## src/rtl/bcd_entry_to_bin.sv

```systemverilog
// rtl/bcd_entry_to_bin.sv - keypad-style BCD digit entry converted to a 9-bit binary value
module bcd_entry_to_bin #(
  parameter int MAX_DIGITS = 3,
  parameter int MAX_VAL    = 511
) (
  input  logic       Clock,
  input  logic       Resetn,
  input  logic       clear,
  input  logic [3:0] digit_in,
  input  logic       digit_valid,
  output logic       digit_ready,
  input  logic       enter,
  output logic [8:0] bin_out,
  output logic       bin_valid,
  input  logic       bin_ready,
  output logic       err,
  output logic [1:0] digit_count
);

  localparam logic [1:0] MAXD = 2'(MAX_DIGITS);
  localparam logic [9:0] MAXV = 10'(MAX_VAL);

  typedef enum logic [1:0] {COLLECT, MAC, HOLD, ERROR} state_t;

  state_t     state, state_nx;
  logic [9:0] acc, acc_nx;
  logic [3:0] dreg, dreg_nx;
  logic [1:0] count_nx;
  logic [8:0] bin_nx;
  logic       bvalid_nx, err_nx;
  logic       take;

  assign digit_ready = (state == COLLECT) && (digit_count < MAXD);
  assign take        = digit_valid && digit_ready && !clear;

  always_ff @(posedge Clock or negedge Resetn) begin
    if (!Resetn) state <= COLLECT;
    else         state <= state_nx;
  end

  always_ff @(posedge Clock or negedge Resetn) begin
    if (!Resetn) begin
      acc         <= '0;
      dreg        <= '0;
      digit_count <= '0;
      bin_out     <= '0;
      bin_valid   <= 1'b0;
      err         <= 1'b0;
    end else begin
      acc         <= acc_nx;
      dreg        <= dreg_nx;
      digit_count <= count_nx;
      bin_out     <= bin_nx;
      bin_valid   <= bvalid_nx;
      err         <= err_nx;
    end
  end

  always_comb begin
    state_nx  = state;
    acc_nx    = acc;
    dreg_nx   = dreg;
    count_nx  = digit_count;
    bin_nx    = bin_out;
    bvalid_nx = bin_valid;
    err_nx    = err;
    if (clear) begin
      state_nx  = COLLECT;
      acc_nx    = '0;
      dreg_nx   = '0;
      count_nx  = '0;
      bin_nx    = '0;
      bvalid_nx = 1'b0;
      err_nx    = 1'b0;
    end else begin
      case (state)
        COLLECT: begin
          // An accepted digit takes priority; a simultaneous enter is dropped.
          if (take) begin
            if (digit_in > 4'd9) begin
              state_nx = ERROR;
              err_nx   = 1'b1;
            end else begin
              dreg_nx  = digit_in;
              state_nx = MAC;
            end
          end else if (enter && (digit_count != 2'd0)) begin
            if (acc <= MAXV) begin
              bin_nx    = acc[8:0];
              bvalid_nx = 1'b1;
              state_nx  = HOLD;
            end else begin
              err_nx   = 1'b1;
              state_nx = ERROR;
            end
          end
        end
        MAC: begin
          acc_nx   = (acc * 10'd10) + {6'd0, dreg};
          count_nx = digit_count + 2'd1;
          state_nx = COLLECT;
        end
        HOLD: begin
          if (bin_ready) begin
            bvalid_nx = 1'b0;
            acc_nx    = '0;
            count_nx  = '0;
            state_nx  = COLLECT;
          end
        end
        default: begin
          err_nx = 1'b1;
        end
      endcase
    end
  end

endmodule

```

## config.mk

```make
export PLATFORM = sky130hd
export DESIGN_NAME = bcd_entry_to_bin
export DESIGN_NICKNAME = d
export VERILOG_FILES = /design/src/rtl/bcd_entry_to_bin.sv
export SDC_FILE = /design/constraint.sdc
export NUM_CORES = 1
export LEC_CHECK = 0
export CAP_MARGIN = 5
export CORE_MARGIN = 4
export CORE_UTILIZATION = 55
export CTS_CLUSTER_DIAMETER = 150
export CTS_CLUSTER_SIZE = 16
export DETAILED_ROUTE_END_ITERATION = 12
export PLACE_DENSITY = 0.92
export SLEW_MARGIN = 30
export SYNTH_ARGS = -nofsm -noshare
export SYNTH_HDL_FRONTEND = slang
export SYNTH_SLANG_ARGS = --single-unit
```

## constraint.sdc

```tcl
create_clock -name Clock -period 6.05 [get_ports Clock]
set_input_delay 1.815 -clock Clock [delete_from_list [all_inputs] [get_ports Clock]]
set_output_delay 1.815 -clock Clock [all_outputs]
set_load 0.01 [all_outputs]
```

==> results of run 1 <==
## power by group through the flow
stage          Combinational [uW]  Clock (uW)  Sequential, uW
2_1_floorplan                 117           0             229
3_3_place_gp                  173           0             229
3_5_place_dp                  177           0             230
4_1_cts                       180         171             226
5_1_grt                       202         183             229
6_report                      180         169             226
## cells in the mapped netlist, types with 2 or more instances
cell	count	area share, %
dfrtp_1	29	42
ha_1	19	14
nor2_1	19	4.1
nand2_1	16	3.4
o21ai_0	11	3.2
a22o_1	10	5.0
inv_1	9	1.9
a21oi_1	8	2.3
xnor2_1	8	4.0
nand3_1	5	1.4
nor2b_1	4	1.4
a21o_1	3	1.3
mux2i_1	3	1.7
o21ai_1	3	0.86
xor2_1	3	1.5
a21oi_2	2	1.0
and2_1	2	0.72
buf_2	2	0.57
fa_1	2	2.3
or2_1	2	0.72
## critical path: stages, from the launching register on
cell	delay [ns]
dfrtp_1	0.42
inv_1	0.11
ha_1	0.31
nor2b_1	0.24
clkdlybuf4s50_1	0.56
## per-stage QoR
stage	util [%]	total power [uW]	hold WS (ns)	worst slack, ns	instance area [um2]
final	68.8	575	0.505	2.27	2100
after global routing	68.8	614	0.551	2.12	2100
after CTS	68.8	577	0.512	2.26	2100
after detailed placement	65.9	407	0.491	2.34	2010
after global placement	65.9	402	0.480	2.46	2010
after floorplan	-	346	0.473	3.16	1740
## flip-flops by register name, summed over array words and instances (netlist names)
register and count:
state 2, dreg 4, bin_valid 1, bin_out 9
acc 10, err 1, digit_count 2
## path summary, 6_finish.rpt
| kind | end | start | slack (ns) |
|---|---|---|---|
| max reg2reg | acc[9] | acc[1] | 3.40 |
| min reg2reg | err | err | 0.50 |
| min | err | err | 0.50 |
| max in group asynchronous | dreg[3] | Resetn | 3.93 |
| min in group asynchronous | bin_out[0] | Resetn | 1.85 |
| max | digit_ready | state[0] | 2.27 |
## cells by family (layout without fill, tap and decap cells)
family	Yosys count	after routing	synth area share, %
compound gates	40	40	15.1
flops	29	29	41.6
xor+xnor	12	12	6.82
simple gates	56	56	15.4
fa+ha+maj	21	21	15.9
mux	3	3	1.72
buf+inv	13	41	3.37
## cell type report
type	instances	share of cell area, %
multi-input cells	132	45.6
inverters	9	1.61
well taps	44	2.62
clock inverters	2	1.79
clock buffers	6	2.44
repair buffers	24	11.3
flip-flops and latches	29	34.6
## per-layer routing
metal	wire length, um	track usage (%)	vias to the layer above
met2	1730	30.7	33
met1	1540	24.3	647
met3	160	4.04	6
met5	0	0	-
met4	46	7.65	0
li1	-	-	660
==> results.cfg, run 1 <==
[route]
wire_per_inst_um = 14.1
wirelength_um = 3480
drtAntennaViolNets = 0
dr.pass1.iters = 4
vias = 1346
vias_per_cell = 5.47
drc_errors = 0
drt_iter0_drc = 168

[clock_tree]
postCtsResizedCells = 0
cts_setup_buffers = 0
htreeDepth = 2
root_buffer = clkbuf_4
cts_tree = done
cts_buffers = 5
clock_latency_ns = 0.33
cts.clk_slew.worst_paths_ns = 0.09
clock_path_buffers = 2
cts.sinks = 29
holdBufCountCts = 0

[worst_setup_path]
worstPathMaxFanout = 8
cp.arrival_ns = 1.97
end_kind = primary output
worstSetupStartpointType = flip-flop
crit_type = flip-flop to primary output
cp.required_ns = 4.24
worst-r2r-cell-count = 9

[placed_design]
hpwl_um = 2720
gp_congestion = 0.850
dp_cells = 238
port_buffers = 23

[synthesis]
yosysWarnings = 0
synth_edf_count = 0
ys_seq_area_share_pct = 41.6
async_flop_share_pct = 100
syn_avg_cell_area_um2 = 10.0
ys_types = 34
syn_nets = 205
synth_ff_type = dfrtp_1
synth_cells = 174
syn_area_mm2 = 0.00174
ys_ff_latch = 29

[floorplan]
die_h_um = 64.3
start_util_pct = 57.1
die-area_mm2 = 0.00413
row_count = 20
core_area_mm2 = 0.00305
die_x_um = 64.3
ioPinCount = 24

[timing]
final_max_slew_viol_count = 0
hold_viol_final = 0
grt_setup_unrepaired = false
clock.fmax_mhz = 264
tightest_slew_ns = 0.825
period_minus_slack_ns = 3.78
min_period_over_period_pct = 62.5
slew_headroom_pct = 44.8
setup-tns-final_ns = 0
setup_viol = 0
clock-skew-final_ns = 0.0105

[layout]
area_growth_pct = 20.5
nets = 232
drive_gt1_share_pct = 6.93
layout.cells.non_filler = 246
fillCellCount = 217
n_antenna_cell = 0
final_common_cell = dfrtp_1
layout_common_cells = 29 x dfrtp_1, 23 x clkdlybuf4s50_1, 19 x nor2_1, 19 x ha_1, 16 x nand2_1
multiInputGateArea_um2 = 958
seq_area_um2 = 726

[power_and_ir_drop]
netSwitchingFraction_pct = 32.9
p_int_uw = 386
seqPwrFrac_pct = 39.2
p_switching_uw = 189
p_clk_share_pct = 29.5
ir_drop_uv = 132
p_leak_uw = 0.00102
power_density_mw_per_mm2 = 274
pwr-share-comb_pct = 31.3

[global_route]
first_global_vias = 1298
grt_remaining_overflow = 0
antenna_found_initial = 0
track_usage_pct = 18.8
grt_first_pass_wirelength_um = 5990
grt_max_degree = 30

[flow_run]
cap_violations = 0

[min_path]
hold-path-cell-count = 2
hold_path_class = flip-flop to flip-flop

[run_status]
status = completed
Note: power is estimated with default switching activity, not from simulation.
==> run 2: changes to the inputs <==
CORE_UTILIZATION = 54   (was 55)
PLACE_DENSITY = 0.91   (was 0.92)
clock period = 3.9 ns   (was 6.05 ns; I/O delays follow)
==> results.cfg, run 2 (synthesized netlist as in run 1, its figures left out) <==
[min_path]
hold_path.startpoint = err
min_to = err
hold_path_class = flip-flop to flip-flop
hold-path-cell-count = 2

[placed_design]
port_buffers = 23
gp_congestion = 0.786
hpwl_um = 2680
place_ws_ns = 0.884

[timing]
setup_viol = 0
tightest_slew_ns = 0.786
hold-worst-slack_ns = 0.504
slew_headroom_pct = 47.4
setup-tns-final_ns = 0
grt_setup_unrepaired = false
clock.fmax_mhz = 314
min_period_over_period_pct = 81.5
final_max_slew_viol_count = 0
period_minus_slack_ns = 3.18
hold_viol_final = 0
fin_ws_ns = 0.720
clock-skew-final_ns = 0.00651

[clock_tree]
root_buffer = clkbuf_4
postCtsResizedCells = 0
cts_setup_buffers = 0
cts.clk_slew.worst_paths_ns = 0.08
clock_latency_ns = 0.33
htreeDepth = 2
cts_tree = done
clock_path_buffers = 2
holdBufCountCts = 0
cts_buffers = 5
cts.sinks = 29

[floorplan]
ioPinCount = 24
die-area_mm2 = 0.00420
start_util_pct = 56.6
core_area_mm2 = 0.00308
die_x_um = 64.8
die_h_um = 64.8
row_count = 20

[route]
drtAntennaViolNets = 0
dr.pass1.iters = 4
drc_errors = 0
drt_iter0_drc = 123
wirelength_um = 3220
wire_per_inst_um = 13.1
vias_per_cell = 5.38
vias = 1323

[run_status]
status = completed

[worst_setup_path]
worstPathMaxFanout = 8
worstSetupStartpointType = flip-flop
ff2ff_setup_slack_ns = 1.27
end_kind = primary output
crit_type = flip-flop to primary output
r2r-end = acc[9]
cp.arrival_ns = 2.01
worst-r2r-cell-count = 9
r2r-start = acc[1]
startpoint = state[0]
cp.required_ns = 2.73

[global_route]
grt_util_met2_pct = 28.7
grt_first_pass_wirelength_um = 5680
antenna_found_initial = 0
use_met3_pct = 3.64
grt_max_degree = 30
track_usage_pct = 17.7
busiest_layer = met2
grt_remaining_overflow = 0
first_global_vias = 1260
grt_util_met1_pct = 23.1

[power_and_ir_drop]
finalPower_uw = 795
power_density_mw_per_mm2 = 386
p_leak_uw = 0.00100
ir_drop_uv = 233

[layout]
drive_gt1_share_pct = 6.44
largest_reg_flops = 10
largest_register = acc
layout_common_cells = 29 x dfrtp_1, 23 x clkdlybuf4s50_1, 19 x nor2_1, 19 x ha_1, 16 x nand2_1
final_common_cell = dfrtp_1
area_growth_pct = 18.3
n_antenna_cell = 0
nets = 232
largest_registers = acc (10), bin_out (9), dreg (4)
final_util_pct = 67.0
fillCellCount = 234

[flow_run]
cap_violations = 0
run 2: changes by cell type in the layout (fill, tap and decap cells not counted):
cell        before  now
bufinv_16        1    0
clkinvlp_4       1    0
clkbuf_1         0    1
clkinv_2         0    2
clkbuf_8         1    0
run 2: worst max path at each step:
stage / endpoint / slack, ns
floorplan: acc[9] / 1.49
global placement: acc[3] / 0.96
detailed placement: acc[3] / 0.88
CTS: digit_ready / 0.71
global route: digit_ready / 0.56
finish: digit_ready / 0.72
run 2: per-stage QoR:
stage / cell area [um2] / instances
floorplan: 1740 / 174
global placement: 2010 / 238
detailed placement: 2010 / 238
CTS: 2060 / 246
global route: 2060 / 246
finish: 2060 / 246
run 2: final cells by class:
cell class	instances	area [um2]	area share, %
Clock buffer	6	41.3	2.00
Clock inverter	2	10.0	0.485
Inverter	9	33.8	1.64
Multi-Input combinational cell	132	958	46.5
Sequential cell	29	726	35.2
Tap cell	44	55.1	2.67
Timing Repair Buffer	24	238	11.5
run 2: per-layer routing:
metal / part of all wire (%) / routed length (um)
met1: 44 / 1430
met2: 50 / 1620
met3: 3.7 / 120
met4: 1.6 / 51
met5: 0 / 0
run 2: where the power goes:
| group | internal (uW) | total [uW] | switching [uW] | leakage (uW) |
|---|---|---|---|---|
| Clock | 68.4 | 170 | 101 | 0.0000320 |
| Sequential | 328 | 350 | 21.7 | 0.000401 |
| Combinational | 118 | 276 | 157 | 0.000571 |
| Total | 515 | 795 | 280 | 0.00100 |
run 2: critical path, stage by stage, from the launching register on:
cell,delay [ns]
dfrtp_1,0.41
inv_1,0.11
ha_1,0.31
nor2b_1,0.27
clkdlybuf4s50_1,0.58
==> patch, RTL diff (config.mk and constraints of run 2) <==
Re-encode `state_t` (4 states) as one-hot, 4 bits wide.
--- a/src/rtl/bcd_entry_to_bin.sv
+++ b/src/rtl/bcd_entry_to_bin.sv
@@ -20,7 +20,7 @@
   localparam logic [1:0] MAXD = 2'(MAX_DIGITS);
   localparam logic [9:0] MAXV = 10'(MAX_VAL);
 
-  typedef enum logic [1:0] {COLLECT, MAC, HOLD, ERROR} state_t;
+  typedef enum logic [3:0] {COLLECT = 4'b0001, MAC = 4'b0010, HOLD = 4'b0100, ERROR = 4'b1000} state_t;
 
   state_t     state, state_nx;
   logic [9:0] acc, acc_nx;
Behaviour: no difference found for any inputs over 10 cycles, from zero or initial values and one cycle with Resetn low; not proved beyond that.
==> patch against run 2 <==
Design area grew 4.8%; die area grew 3.3%; setup slack better by 0.12 ns; routed wire length up 15%; global-route usage is 1.9 points higher; synthesized area increased by 3.8%; sequential share of layout area up 0.76 points; sequential cell count is 2 higher.
Power is not compared: it rests on default switching activity, and its combinational part moved more than twofold at a synthesized area within 25%.
==> patch: results (changes against run 2) <==
status = completed
Non-Filler Instances = 241 (-2.0%)
vias in the first global route = 1377 (+9.3%)
Filler Cell Count = 232 (-0.85%)
Crit. Startpoint = state[0]
Clock Pin Slew Worst Setup and Hold Paths = 0.10 ns (+0.02 ns)
Clock Skew = 0.00672 ns (+0.000213 ns)
GR Util All Layers = 0.196 (+0.0192)
adder-cell share of the synthesized area = 0.133 (-0.0266)
CP arrival = 1.89 ns (-0.12 ns)
dpl hpwl = 2920 um (+9.0%)
first-pass GRT wire length = 6480 um (+14%)
synthesized area per cell = 10.7 um2 (+6.9%)
R2R setup slack = 1.23 ns (-0.04 ns)
final RePlAce weighted congestion = 0.840 (+6.9%)
Post-DP Area = 0.00207 mm2 (+3.2%)
synth top area cells = dfrtp_1 41%, ha_1 11%, a22o_1 6.8%, xnor2_1 3.9%, nand2_1 3.1%
share of cells above drive strength 1 = 0.107 (+0.0422)
area fraction in compound gates after synthesis = 0.173 (+0.0214)
post-placement cell count = 233 (-2.1%)
sequential-to-total area share from yosys stat = 0.429 (+0.0131)
Post-synth top cells = 30 x dfrtp_1, 16 x ha_1, 15 x nand2_1, 14 x a22o_1, 12 x nor2_1
Vias/cell = 5.63 (+4.6%)
Slew @ Worst Pin = 0.622 ns (-0.164 ns)
Top Registers = acc x10, bin_out x9
worst-path fanout max = 6 (-2)
fin nets = 224 (-3.4%)
largest net degree at the start of global routing = 32 (+6.7%)
## patch: changes by cell type in the layout (fill, tap and decap cells not counted), moves of 2 or more
cell | run 2 | this run
a21oi_1 | 8 | 6
ha_1 | 19 | 16
nand3_1 | 5 | 1
o21ai_0 | 11 | 7
a22o_1 | 10 | 14
mux2_2 | 0 | 2
nor2_1 | 19 | 12
or2_1 | 2 | 0
## patch: layout make-up
cell class                 count  area, um2  area share
inverter                       8       30.0      0.0139
clock inverter                 2       35.0      0.0162
tap                           44       55.1      0.0255
sequential                    31        777       0.360
clock buffer                   6       51.3      0.0237
multi-input combinational    126        975       0.451
timing repair buffer          24        238       0.110
## patch: cell families (layout without fill, tap and decap cells)
| logic type | after synthesis | in the layout |
|---|---|---|
| compound gates | 44 | 44 |
| buf+inv | 12 | 40 |
| flops | 31 | 31 |
| xor+xnor | 12 | 12 |
| simple gates | 46 | 46 |
| fa+ha+maj | 18 | 18 |
| mux | 6 | 6 |
## patch: worst paths after layout
check	end	depth (start not counted)
min reg2reg	err	1
max	digit_ready	4
max in group asynchronous	state[0]	2
min	err	1
min in group asynchronous	bin_out[0]	2
max reg2reg	acc[9]	9
## patch: metal layers
layer / wire length, um / track usage / vias up / share of wire
li1: - / - / 648 / -
met1: 1550 / 0.233 / 661 / 0.42
met2: 1920 / 0.340 / 40 / 0.52
met3: 201 / 0.0493 / 7 / 0.054
met4: 49 / 0.0725 / 0 / 0.013
met5: 0 / 0 / - / 0
## patch: critical path: stages, from the launching register on
cell,delay (ns)
dfstp_2,0.60
nand2b_1,0.12
nand2b_4,0.19
nor2_1,0.10
clkdlybuf4s50_1,0.55
## patch: where the power goes
group	switching [mW]	internal, mW	total [mW]
sequential	0.0125	0.334	0.346
clock	0.117	0.151	0.268
combinational	0.0583	0.0493	0.108
